**src/rtl/alu_mp_seq.sv**
```systemverilog
// alu_mp_seq: multi-precision sequencer for a shared WIDTH-bit ALU.
// It steps an external combinational ALU through up to WORDS words, one per
// cycle, chaining carry/borrow, patching arithmetic-shift-right word MSBs
// and folding the per-word zero flags into one aggregate ZERO flag.
// Optional feature macro: ALU_MP_SEQ_ABORT_EN (adds an 'abort' input).
//
// Handshake: start is sampled only in IDLE; busy is high for the L RUN cycles;
// done pulses for exactly one cycle after the last word. There is no
// back-pressure, and a start outside IDLE is dropped, not queued.

`ifndef ALUCTLW
`define ALUCTLW 3
`endif
`ifndef FWIDTH
`define FWIDTH 4
`endif
`ifndef ALU_FLAG_CARRY
`define ALU_FLAG_CARRY 0
`endif
`ifndef ALU_FLAG_ZERO
`define ALU_FLAG_ZERO 1
`endif
`ifndef ALU_FLAG_SIGN
`define ALU_FLAG_SIGN 2
`endif
`ifndef ALU_FLAG_OVF
`define ALU_FLAG_OVF 3
`endif

module alu_mp_seq #(
    parameter int WIDTH = 8,
    parameter int WORDS = 4
) (
    input  logic                      clk,
    input  logic                      rst_n,
    input  logic                      start,
`ifdef ALU_MP_SEQ_ABORT_EN
    input  logic                      abort,
`endif
    input  logic [`ALUCTLW-1:0]       op,
    input  logic [$clog2(WORDS):0]    len,
    input  logic                      cin,
    input  logic [WORDS*WIDTH-1:0]    a,
    input  logic [WORDS*WIDTH-1:0]    b,
    output logic                      busy,
    output logic                      done,
    output logic [WORDS*WIDTH-1:0]    result,
    output logic [`FWIDTH-1:0]        flags,
    output logic [WIDTH-1:0]          alu_op1,
    output logic [WIDTH-1:0]          alu_op2,
    output logic [`ALUCTLW-1:0]       alu_ctl,
    output logic [`FWIDTH-1:0]        alu_flags_in,
    input  logic [WIDTH-1:0]          alu_result,
    input  logic [`FWIDTH-1:0]        alu_flags,
    output logic [1:0]                state_dbg
);

    localparam int KW = $clog2(WORDS);
    localparam int LW = KW + 1;

    localparam logic [2:0] OP_ADD = 3'b000;
    localparam logic [2:0] OP_ADC = 3'b001;
    localparam logic [2:0] OP_SUB = 3'b010;
    localparam logic [2:0] OP_SBC = 3'b011;
    localparam logic [2:0] OP_SRA = 3'b111;

    typedef enum logic [1:0] {
        S_IDLE = 2'd0,
        S_RUN  = 2'd1,
        S_DONE = 2'd2
    } state_t;

    state_t                  state_q, state_d;
    logic [WORDS*WIDTH-1:0]  a_q, b_q, result_q;
    logic [`ALUCTLW-1:0]     op_q;
    logic [KW-1:0]           k_q, rem_q;
    logic                    carry_q, first_q, z_q;
    logic [`FWIDTH-1:0]      flags_q;

    logic [LW-1:0]           len_eff, len_m1;
    logic [KW-1:0]           top_k;
    logic                    is_sra, last;
    logic                    abort_hit;
    logic [WIDTH-1:0]        word_out;
    logic [`FWIDTH-1:0]      flags_final;

`ifdef ALU_MP_SEQ_ABORT_EN
    assign abort_hit = abort;
`else
    assign abort_hit = 1'b0;
`endif

    // Effective word count: 0 means one word, oversize requests clamp to WORDS.
    always_comb begin
        len_eff = len;
        if (len == '0)
            len_eff = LW'(1);
        else if (len > LW'(WORDS))
            len_eff = LW'(WORDS);
        len_m1 = len_eff - LW'(1);
        top_k  = len_m1[KW-1:0];
    end

    // ALU drive and per-word result patching, all from registered state.
    always_comb begin
        is_sra       = (op_q == OP_SRA);
        last         = (rem_q == '0);
        alu_op1      = a_q[k_q*WIDTH +: WIDTH];
        alu_op2      = b_q[k_q*WIDTH +: WIDTH];
        alu_ctl      = op_q;
        alu_flags_in = '0;
        alu_flags_in[`ALU_FLAG_CARRY] = carry_q;
        // Plain add/sub only seed the first word; later words chain the carry.
        if ((op_q == OP_ADD || op_q == OP_SUB) && !first_q)
            alu_ctl = op_q | 3'b001;
        word_out = alu_result;
        // Below the top word, the shifted-in MSB is the higher word's bit 0.
        if (is_sra && !first_q)
            word_out[WIDTH-1] = carry_q;
        flags_final = alu_flags;
        flags_final[`ALU_FLAG_ZERO] = z_q & (word_out == '0);
    end

    // Next-state logic for IDLE -> RUN -> DONE -> IDLE.
    always_comb begin
        state_d = state_q;
        case (state_q)
            S_IDLE: if (start) state_d = S_RUN;
            S_RUN: begin
                if (abort_hit)
                    state_d = S_IDLE;
                else if (last)
                    state_d = S_DONE;
            end
            S_DONE:  state_d = S_IDLE;
            default: state_d = S_IDLE;
        endcase
    end

    // State register plus operand latch, word stepping and result capture.
    always_ff @(posedge clk) begin
        if (!rst_n) begin
            state_q  <= S_IDLE;
            a_q      <= '0;
            b_q      <= '0;
            op_q     <= '0;
            k_q      <= '0;
            rem_q    <= '0;
            carry_q  <= 1'b0;
            first_q  <= 1'b0;
            z_q      <= 1'b0;
            result_q <= '0;
            flags_q  <= '0;
        end else begin
            state_q <= state_d;
            case (state_q)
                S_IDLE: begin
                    if (start) begin
                        a_q      <= a;
                        b_q      <= b;
                        op_q     <= op;
                        carry_q  <= (op == OP_ADC || op == OP_SBC) ? cin : 1'b0;
                        first_q  <= 1'b1;
                        z_q      <= 1'b1;
                        k_q      <= (op == OP_SRA) ? top_k : '0;
                        rem_q    <= top_k;
                        result_q <= '0;
                    end
                end
                S_RUN: begin
                    if (abort_hit) begin
                        a_q      <= '0;
                        b_q      <= '0;
                        op_q     <= '0;
                        k_q      <= '0;
                        rem_q    <= '0;
                        carry_q  <= 1'b0;
                        first_q  <= 1'b0;
                        z_q      <= 1'b0;
                        result_q <= '0;
                        flags_q  <= '0;
                    end else begin
                        result_q[k_q*WIDTH +: WIDTH] <= word_out;
                        carry_q <= alu_flags[`ALU_FLAG_CARRY];
                        first_q <= 1'b0;
                        z_q     <= z_q & (word_out == '0);
                        k_q     <= is_sra ? k_q - KW'(1) : k_q + KW'(1);
                        rem_q   <= rem_q - KW'(1);
                        if (last)
                            flags_q <= flags_final;
                    end
                end
                default: ;
            endcase
        end
    end

    assign busy      = (state_q == S_RUN);
    assign done      = (state_q == S_DONE);
    assign result    = result_q;
    assign flags     = flags_q;
    assign state_dbg = state_q;

endmodule

```
**config.mk**
```make
export PLATFORM = sky130hd
export DESIGN_NAME = alu_mp_seq
export DESIGN_NICKNAME = d
export VERILOG_FILES = /design/src/rtl/alu_mp_seq.sv
export SDC_FILE = /design/constraint.sdc
export NUM_CORES = 1
export LEC_CHECK = 0
export CORE_AREA = 10 10 112 114
export DETAILED_ROUTE_END_ITERATION = 6
export DIE_AREA = 0 0 122 124
export MAX_ROUTING_LAYER = met4
export PLACE_DENSITY = 0.77
export SLEW_MARGIN = 20
export SYNTH_ARGS = -nofsm -noshare
export SYNTH_HDL_FRONTEND = slang
export SYNTH_SLANG_ARGS = --single-unit
```
**constraint.sdc**
```tcl
create_clock -name clk -period 7.5 [get_ports clk]
set_clock_uncertainty 0.2 [all_clocks]
set_input_delay 1.875 -clock clk [delete_from_list [all_inputs] [get_ports clk]]
set_output_delay 1.875 -clock clk [all_outputs]
set_load 0.03 [all_outputs]
```
==> impl_metrics.toml <==
[setup_path]
cp.arrival_ns = 2.51
start_kind = "register"
worst-path-buf-inv = 1
critPathCaptureType = "output port"
required_ns = 5.43
critical_path_class = "reg -> out"
crit_path_top_delay_cell = "dfxtp_1"
path_cells = "mux4_2 -> clkdlybuf4s50_1"
cp_max_fo = 21
slowest_delay_ns = 1.05
crit_family = "flip-flops"

[place]
place_inst = 765
dp_hpwl_um = 9500
gp_congestion = 0.804
placed_cell_area_sq_mm = 0.00600
port_buffers = 144
dp_slack_ns = 3.11

[yosys]
synthArstFlopShare_pct = 0
synth_area_sq_mm = 0.00456
syn_avg_cell_area_sq_um = 8.77
synth_seq_cells = 112
yosys_warnings = 0
synth_flop_cell = "dfxtp_1"
synth-edff-count = 0
yosysUniqueCellTypes = 42
syn_inst = 520
seq_area_frac_synth_pct = 49.2

[routing]
wl_per_cell_um = 16.8
vias_per_cell = 5.19
drtIter0Drc = 315
drc_errors = 0
dr_total_vias = 4057
ant_nets = 0
wirelength_um = 13200
drtPass1Iterations = 5

[grt]
grt_usage_pct = 17.6
grt_pass1_wl_um = 20800
grt_pass1_vias = 4071
grt_max_degree = 72
antenna_found_initial = 0
gr-total-overflow = 0

[cts]
cts_buffer_depth = 2
cts_tree = "built"
tritoncts.num_buffers = 9
cts.sinks = 112
cts-resized-gates = 0
clock_latency_ns = 0.37
root_buffer = "clkbuf_8"
cts.htree.levels = 3
post-cts-setup-buffer-count = 0
postCtsHoldBufs = 0
clk_pin_slew_ns = 0.11

[finish]
drive_above_1_share_pct = 6.82
fin_cells = 782
area_delta_synth_final_pct = 35.9
final_common_cell = "nand2_1"
finalInstanceArea_sq_mm = 0.00619
final_util_pct = 60.5
nets = 731
final_cell_mix = "nand2_1 (149), clkdlybuf4s50_1 (144), dfxtp_1 (111)"

[power_and_ir_drop]
ir_worst_vdd_v = 0.000167
power_density_mw_per_mm2 = 203
fin_total_pwr_mw = 1.26
leakage_nw = 2.24

[floorplan]
initial_utilization_pct = 44.6
core_sq_mm = 0.0102
die_h_um = 124
die_x_um = 122
die_area_sq_mm = 0.0151
boundaryPins = 149
core.rowCount = 37

[sta]
fmax_ghz = 0.218
final_hold_viol_count = 0
slew_headroom_pct = 28.0
fin_crit_ns = 4.58
whs_ns = 0.259
rsz0062_at_grt = "no"
slew_violations = 0
worstMarginPinSlew_ns = 1.08
finalSetupViolCount = 0
fin_crit_sh_pct = 61.1
timing.setup.tns_ns = 0
worst_slack_ns = 2.92

[job]
cap_violations = 0

[min_path]
worstHoldPathType = "reg -> reg"

[run_status]
status = "finished, final reports clean"
==> sequential cells by signal, summed over array words and instances (netlist names) <==
signal     cells
state_dbg      2
flags          4
z_q            1
first_q        1
k_q            2
a_q           32
result        32
op_q           3
b_q           32
carry_q        1
rem_q          2
==> tightest hold or removal path, delay by kind of cell (launching register included) <==
kind            cells  cell delay [ns]
simple gates        1             0.05
flops               1             0.32
compound gates      1             0.05
==> kinds of logic (layout without fill, tap and decap cells) <==
logic type | after synthesis | count (layout) | share of synthesized area, %
buffers and inverters | 47 | 170 | 5.05
other | 1 | 4 | 0.0823
muxes | 17 | 17 | 8.13
DFF | 112 | 112 | 49.2
adders and majority gates | 5 | 5 | 1.37
and+or+nand+nor | 214 | 214 | 20.1
AOI/OAI and AO/OA | 122 | 122 | 15.6
xor gates and xnor gates | 2 | 2 | 0.384
==> metal layers <==
| layer | GRT usage, % | vias to the layer above | share of wire, % |
|---|---|---|---|
| met4 | 4.84 | 0 | 0.92 |
| met2 | 28.0 | 138 | 48 |
| met1 | 20.3 | 1906 | 42 |
| met5 | - | - | 0 |
| li1 | - | 2003 | - |
| met3 | 6.92 | 10 | 9.4 |
==> cell usage after synthesis, types with 2 or more instances <==
cell | n | area (sq um)
a21oi_1 | 76 | 380
and3_1 | 3 | 18.8
a22oi_1 | 28 | 210
inv_1 | 6 | 22.5
nand3_1 | 9 | 45.0
ha_1 | 5 | 62.6
buf_6 | 2 | 22.5
nor3_4 | 2 | 32.5
buf_2 | 7 | 35.0
nand2_1 | 149 | 559
buf_4 | 8 | 60.1
o21ai_1 | 4 | 20.0
nand2b_1 | 3 | 18.8
o21ai_0 | 4 | 20.0
a21o_1 | 4 | 30.0
dfxtp_1 | 112 | 2240
nor2_1 | 37 | 139
mux4_2 | 16 | 360
clkbuf_1 | 22 | 82.6
==> power breakdown <==
part           switching [mW]  internal, mW
Combinational           0.131         0.115
Clock                   0.203         0.156
Sequential             0.0281         0.628
Total                   0.362         0.898
==> cell type report <==
| type | instances | area [sq um] |
|---|---|---|
| tap | 136 | 170 |
| clock inverter | 6 | 67.6 |
| inverter | 7 | 26.3 |
| sequential | 112 | 2240 |
| multi-input combinational | 363 | 2090 |
| clock buffer | 10 | 128 |
| fill | 879 | 4040 |
| antenna | 1 | 2.50 |
| timing repair buffer | 147 | 1460 |
==> worst paths after layout <==
kind	from	to	slack, ns	depth (start not counted)
worst max-delay path	k_q[1]	alu_op1[0]	2.92	2
worst min-delay path	b_q[25]	b_q[25]	0.26	2
worst max register to register	k_q[0]	result[24]	4.53	5
worst min register to register	b_q[25]	b_q[25]	0.26	2
(Power assumes the default switching activity.)
